$ cat src/rtl/seg7_pkg.sv
// seg7_pkg: active-low 7-segment glyph constants (bits g..a) and the
// glyph classification shared by display encoders and checkers.
package seg7_pkg;

   localparam logic [6:0] SEG_0     = 7'b1000000;
   localparam logic [6:0] SEG_1     = 7'b1111001;
   localparam logic [6:0] SEG_2     = 7'b0100100;
   localparam logic [6:0] SEG_3     = 7'b0110000;
   localparam logic [6:0] SEG_4     = 7'b0011001;
   localparam logic [6:0] SEG_5     = 7'b0010010;
   localparam logic [6:0] SEG_6     = 7'b0000010;
   localparam logic [6:0] SEG_7     = 7'b1011000;
   localparam logic [6:0] SEG_8     = 7'b0000000;
   localparam logic [6:0] SEG_9     = 7'b0010000;
   localparam logic [6:0] SEG_A     = 7'b0001000;
   localparam logic [6:0] SEG_B     = 7'b0000011;
   localparam logic [6:0] SEG_C     = 7'b1000110;
   localparam logic [6:0] SEG_D     = 7'b0100001;
   localparam logic [6:0] SEG_E     = 7'b0000110;
   localparam logic [6:0] SEG_F     = 7'b0001110;
   localparam logic [6:0] SEG_DASH  = 7'b0111111;
   localparam logic [6:0] SEG_BLANK = 7'b1111111;

   typedef enum logic [1:0] {
      HEX,
      DASH,
      BLANK,
      ILLEGAL
   } glyph_kind_t;

endpackage

$ cat src/rtl/seg7_pattern_decode.sv
// seg7_pattern_decode: inverse of the hex display encoder table.
// Maps an active-low g..a pattern to a nibble and its glyph class.
module seg7_pattern_decode
   import seg7_pkg::*;
(
   input  logic [6:0]  pattern,
   output logic [3:0]  nibble,
   output glyph_kind_t kind
);

   always_comb begin
      nibble = 4'h0;
      kind   = HEX;
      unique case (pattern)
         SEG_0:     nibble = 4'h0;
         SEG_1:     nibble = 4'h1;
         SEG_2:     nibble = 4'h2;
         SEG_3:     nibble = 4'h3;
         SEG_4:     nibble = 4'h4;
         SEG_5:     nibble = 4'h5;
         SEG_6:     nibble = 4'h6;
         SEG_7:     nibble = 4'h7;
         SEG_8:     nibble = 4'h8;
         SEG_9:     nibble = 4'h9;
         SEG_A:     nibble = 4'hA;
         SEG_B:     nibble = 4'hB;
         SEG_C:     nibble = 4'hC;
         SEG_D:     nibble = 4'hD;
         SEG_E:     nibble = 4'hE;
         SEG_F:     nibble = 4'hF;
         SEG_DASH:  kind = DASH;
         SEG_BLANK: kind = BLANK;
         default:   kind = ILLEGAL;
      endcase
   end

endmodule

$ cat src/rtl/seg7_scan_decoder.sv
// seg7_scan_decoder: recovers per-digit hex nibbles from a multiplexed
// active-low segment/digit-select bus, with frame strobes and error flag.
module seg7_scan_decoder
   import seg7_pkg::*;
#(
   parameter int NDIG       = 8,
   parameter int STABLE_CYC = 4
) (
   input  logic              CLK,
   input  logic              RST,
   input  logic [7:0]        nSEG,
   input  logic [NDIG-1:0]   nDIG,
   input  logic              CLR,
   output logic [4*NDIG-1:0] DOUT,
   output logic [NDIG-1:0]   DVALID,
   output logic [NDIG-1:0]   DP,
   output logic              FRAME,
   output logic              ERR
);

   localparam logic [7:0] STABLE = 8'(STABLE_CYC);

   logic [7:0]        s_seg, p_seg;
   logic [NDIG-1:0]   s_dig, p_dig;
   logic [7:0]        cnt, cnt_nxt;
   logic [4*NDIG-1:0] dout, dout_nxt;
   logic [NDIG-1:0]   dvalid, dvalid_nxt;
   logic [NDIG-1:0]   dp, dp_nxt;
   logic [NDIG-1:0]   seen, seen_nxt, seen_all;
   logic [NDIG-1:0]   sel;
   logic              frame, frame_nxt;
   logic              err, err_nxt;
   logic [3:0]        n_low;
   logic              active, multi, changed, commit;
   logic [3:0]        nib;
   glyph_kind_t       kind;

   seg7_pattern_decode u_dec (
      .pattern (s_seg[6:0]),
      .nibble  (nib),
      .kind    (kind)
   );

   always_comb begin
      sel     = ~s_dig;
      n_low   = 4'($countones(sel));
      active  = (n_low == 4'd1);
      multi   = (n_low > 4'd1);
      changed = (s_seg != p_seg) || (s_dig != p_dig);

      cnt_nxt = cnt;
      if (!active)
         cnt_nxt = '0;
      else if (changed || (&p_dig))
         cnt_nxt = 8'd1;
      else if (cnt != STABLE)
         cnt_nxt = cnt + 8'd1;

      // Only the step into saturation commits; a held dwell stays quiet.
      commit = active && (cnt_nxt == STABLE) && (cnt != STABLE);
   end

   always_comb begin
      dout_nxt   = dout;
      dvalid_nxt = dvalid;
      dp_nxt     = dp;
      seen_nxt   = seen;
      seen_all   = seen | sel;
      frame_nxt  = 1'b0;
      err_nxt    = err | multi;

      if (commit) begin
         for (int i = 0; i < NDIG; i++) begin
            if (sel[i]) begin
               dp_nxt[i] = ~s_seg[7];
               unique case (kind)
                  HEX: begin
                     dout_nxt[4*i +: 4] = nib;
                     dvalid_nxt[i]      = 1'b1;
                  end
                  DASH, BLANK: begin
                     dout_nxt[4*i +: 4] = 4'h0;
                     dvalid_nxt[i]      = 1'b0;
                  end
                  default: dvalid_nxt[i] = 1'b0;
               endcase
            end
         end
         if (kind == ILLEGAL)
            err_nxt = 1'b1;
         if (&seen_all) begin
            frame_nxt = 1'b1;
            seen_nxt  = '0;
         end else begin
            seen_nxt  = seen_all;
         end
      end
   end

   // Input/previous registers clear to an idle bus so a cleared
   // state reads as blanking rather than a select collision.
   always_ff @(posedge CLK or posedge RST) begin
      if (RST) begin
         s_seg  <= '1;
         s_dig  <= '1;
         p_seg  <= '1;
         p_dig  <= '1;
         cnt    <= '0;
         dout   <= '0;
         dvalid <= '0;
         dp     <= '0;
         seen   <= '0;
         frame  <= 1'b0;
         err    <= 1'b0;
      end else if (CLR) begin
         s_seg  <= '1;
         s_dig  <= '1;
         p_seg  <= '1;
         p_dig  <= '1;
         cnt    <= '0;
         dout   <= '0;
         dvalid <= '0;
         dp     <= '0;
         seen   <= '0;
         frame  <= 1'b0;
         err    <= 1'b0;
      end else begin
         s_seg  <= nSEG;
         s_dig  <= nDIG;
         p_seg  <= s_seg;
         p_dig  <= s_dig;
         cnt    <= cnt_nxt;
         dout   <= dout_nxt;
         dvalid <= dvalid_nxt;
         dp     <= dp_nxt;
         seen   <= seen_nxt;
         frame  <= frame_nxt;
         err    <= err_nxt;
      end
   end

   assign DOUT   = dout;
   assign DVALID = dvalid;
   assign DP     = dp;
   assign FRAME  = frame;
   assign ERR    = err;

endmodule

$ cat config.mk
export PLATFORM = sky130hd
export DESIGN_NAME = seg7_scan_decoder
export DESIGN_NICKNAME = d
export VERILOG_FILES = /design/src/rtl/seg7_pkg.sv /design/src/rtl/seg7_pattern_decode.sv /design/src/rtl/seg7_scan_decoder.sv
export SDC_FILE = /design/constraint.sdc
export NUM_CORES = 1
export LEC_CHECK = 0
export CORE_UTILIZATION = 40
export DETAILED_ROUTE_END_ITERATION = 12
export PLACE_DENSITY = 0.64
export SETUP_SLACK_MARGIN = 0.02
export SLEW_MARGIN = 20
export SYNTH_ARGS = -nofsm -noshare
export SYNTH_HDL_FRONTEND = slang
export SYNTH_HIERARCHICAL = 1
export SYNTH_SLANG_ARGS = --single-unit
$ cat constraint.sdc
create_clock -name CLK -period 9.9 [get_ports CLK]
set_input_delay 1.485 -clock CLK [delete_from_list [all_inputs] [get_ports CLK]]
set_output_delay 1.485 -clock CLK [all_outputs]
set_load 0.01 [all_outputs]
==> results.tsv <==
stage	metric	value	unit
timing	Slew Viols, Final	0	
timing	Tmin final	4.72	ns
placed_design	GPL Wtd Cong	0.855	
cts	Clk Latency, worst-skew pair	0.35	ns
route	met2 WL	5650	um
cells_and_area	# fillers	1145	
timing	RSZ-0062 raised after global routing	false	
critical_path	Worst setup SP type	flip-flop	
route	DR iter-0 viols	281	
global_routing	largest net degree at the start of global routing	91	
cts	Post-CTS Setup Bufs	0	
timing	Worst slew margin	21.8	%
floorplan	die area	13500	um^2
route	final WL	12400	um
timing	setup TNS	0	ns
yosys	Synth area leaders	dfrtp_1 32%, dfstp_2 16%, mux2i_1 5.2%	
route	drt pass-1 iters	4	
floorplan	Initial Util	41.1	%
yosys	number of synthesized flops with an enable pin	0	
route	met3 wire length	555	um
flow_run	Max Cap Viol	0	
cells_and_area	area grow syn2layout	19.8	%
cts	CTS Hold Bufs	0	
critical_path	worst setup path startpoint	s_dig[3]	
yosys	asr flop ratio synth	100	%
cts	TritonCTS clock tree	done	
timing	Final Hold Viols	0	
power_and_ir_drop	Power Dens Cells	138	nW/um^2
placed_design	DP Worst Slack	5.18	ns
power_and_ir_drop	VDD IR-drop max	0.0000595	V
cts	CTS max path bufs	2	
critical_path	arrival time worst endpoint	4.94	ns
timing	final setup vio count	0	
yosys	Main synth FF type	dfrtp_1	
floorplan	Row Count	41	
cells_and_area	layout cell share with drive strength beyond 1	18.9	%
global_routing	gr usage total	19.7	%
route	Post-Route M1 WL	6000	um
route	vias per std cell	5.38	
cells_and_area	n_diodes	0	
cts	clock-pin slew of the registers on the worst-case setup and hold paths	0.07	ns
route	number of nets with antenna violations after routing	0	
yosys	Cell variety after synth	63	
cts	H-tree Lvls	3	
outcome	run status	finished clean	
global_routing	vias in the first global route	3823	
cells_and_area	nets	582	
cells_and_area	Non-Filler Instances	729	
yosys	post-synthesis sequential area ratio	47.8	%
power_and_ir_drop	leakage	2.60	nW
yosys	syn_area_per_cell	10.2	um^2
placed_design	IO Port Bufs	68	
yosys	Yosys top cell area share	31.7	%
yosys	Yosys top cell by area	dfrtp_1	
yosys	Post-Syn Area	5210	um^2
yosys	post-synth net total	541	
route	WL/cell	17.0	um
timing	final worst slack	5.18	ns
worst_hold_path	Hold Path Class	flip-flop to flip-flop	
yosys	Post-Syn Instances	511	
global_routing	first-pass GRT wire length	20000	um
timing	f_max	0.212	GHz
critical_path	worst r2r src	s_dig[3]	
route	routed vias	3924	
cts	Post-CTS Resized	0	
power_and_ir_drop	Power Total	0.000861	W
critical_path	Crit path buffers/inverters	1	
worst_hold_path	min-delay src	seen[1]	
critical_path	crit path capture type	flip-flop	
critical_path	crit-path most repeated cell	fa_1	
cts	root buf cell	clkbuf_16	
yosys	Syn. warnings	6	
floorplan	Ports	69	
floorplan	Die Wd	116	um
global_routing	initial antenna violation count	0	
cts	clock buffer count from CTS	9	
timing	Worst Tran Pin Value	1.17	ns
critical_path	CP required	10.12	ns
yosys	#FFs+latches synth	98	
critical_path	Worst Setup Path Type	flip-flop to flip-flop	
critical_path	Cell Chain, Critical Path	inv_1 > fa_1 > fa_1 > fa_1 > ha_1 > fa_1 > and4bb_2 > a31oi_1 > nor3_2 > nand4_2 > or3_1 > mux2i_1	
route	top layer in use	met4	
floorplan	Die Ht	116	um
critical_path	slowest cell on the critical path	dfstp_2	
critical_path	reg-to-reg setup timing slack	5.18	ns
global_routing	remaining global-route overflow	0	
cts	CTS sink count	98	
timing	fin crit share	47.6	%
placed_design	detailed placer's ending HPWL	8510	um
route	post-route DRC violation count	0	
critical_path	Largest delay share family, worst path	adder cells	
placed_design	Placed Instances	713	
critical_path	largest fanout on the critical path	11	
critical_path	Crit path largest cell delay	0.69	ns
timing	Fin Clk Skew	0.0129	ns
floorplan	core area	12700	um^2
==> state kept, by name (all words and copies together) (netlist names) <==
register	cells
seen	8
ERR	1
DOUT	32
DVALID	8
p_dig	8
s_seg	8
DP	8
s_dig	8
FRAME	1
cnt	8
p_seg	8
==> tightest hold or removal path, stage by stage, from the launching register on <==
cell and delay [ns]:
dfrtp_1 0.35, a21oi_1 0.05, nor2_1 0.07
==> cells in the final DEF (no fill, tap or decap), drive strengths merged, types with 3 or more instances in the layout <==
master          n
a211oi          4
a21oi          25
a31oi           7
and2            3
buf             4
clkbuf         12
clkdlybuf4s50  67
dfrtp          66
dfstp          32
fa              4
ha              7
inv            22
mux2i          27
nand2          17
nand2b         26
nand3           8
nand4          29
nor2           41
nor2b           5
nor3           13
nor4            4
o21ai           3
o22ai           4
o31a            5
o31ai           9
o32ai           4
o41ai          11
or2            34
or3             7
or3b            6
xnor2          18
xor2            6
==> cells in the mapped netlist (2+ instances only) <==
master and number:
nor3_2 3, o32ai_1 3, or3b_2 5, clkbuf_1 26, a21oi_1 25, o31a_1 5
o22ai_1 4, nor2_1 41, xnor2_1 17, o211ai_1 2, and3_1 2, nor2b_1 5
o31ai_1 9, nand3_1 8, ha_1 7, o21ai_0 3, or3_1 7, o41ai_1 11
and2_1 3, xor2_1 6, nand2_1 17, or2b_2 2, buf_2 12, nand4_1 28
dfstp_2 32, mux2i_1 27, nand2b_1 26, fa_1 4, a211oi_1 4, inv_1 20
or2_2 33, nor4_1 2, dfrtp_1 66, a31oi_1 7, nor3_1 10, nor4b_1 2
==> where the power goes <==
part | total [W] | switching (W) | internal (W)
logic | 0.0000841 | 0.0000485 | 0.0000356
registers | 0.000428 | 0.0000150 | 0.000413
clock network | 0.000349 | 0.000155 | 0.000194
==> per-stage QoR <==
stage | util (%) | hold slack, ns | instance area, um^2
after floorplan | - | 0.463 | 5210
after global placement | 46.9 | 0.488 | 5940
after detailed placement | 46.9 | 0.493 | 5940
after CTS | 49.2 | 0.508 | 6240
after global routing | 49.3 | 0.527 | 6240
final | 49.3 | 0.506 | 6240
==> path summary, 6_finish.rpt <==
path | depth (start not counted) | to
worst max register to register | 12 | DOUT[24]
worst min-delay path | 2 | seen[1]
min in group asynchronous | 2 | DOUT[28]
max in group asynchronous | 3 | cnt[5]
worst min register to register | 2 | seen[1]
worst max-delay path | 12 | DOUT[24]
==> layout make-up <==
type	instances	area (um^2)	area share [%]
flip-flops and latches	98	2490	39.9
multi-input cells	352	2460	39.4
repair buffers	71	702	11.2
clock buffers	12	268	4.29
well taps	172	215	3.45
inverters	20	76.3	1.22
clock inverters	4	28.8	0.461
==> logic make-up (layout without fill, tap and decap cells) <==
| logic type | count (synthesis) | count (layout) | synth area share, % |
|---|---|---|---|
| DFF | 98 | 98 | 47.8 |
| buffers and inverters | 61 | 107 | 4.92 |
| muxes | 27 | 27 | 5.19 |
| adders and majority gates | 11 | 11 | 3.22 |
| xor gates and xnor gates | 24 | 24 | 4.18 |
| and+or+nand+nor | 205 | 205 | 23.0 |
| AOI/OAI and AO/OA | 85 | 85 | 11.7 |
==> per-layer routing <==
layer | up-vias | GRT usage (%)
met5 | - | 0
met4 | 0 | 8.63
met3 | 15 | 3.48
met2 | 105 | 29.5
met1 | 1915 | 27.9
li1 | 1889 | -
Power figures use the tool's default switching activity.
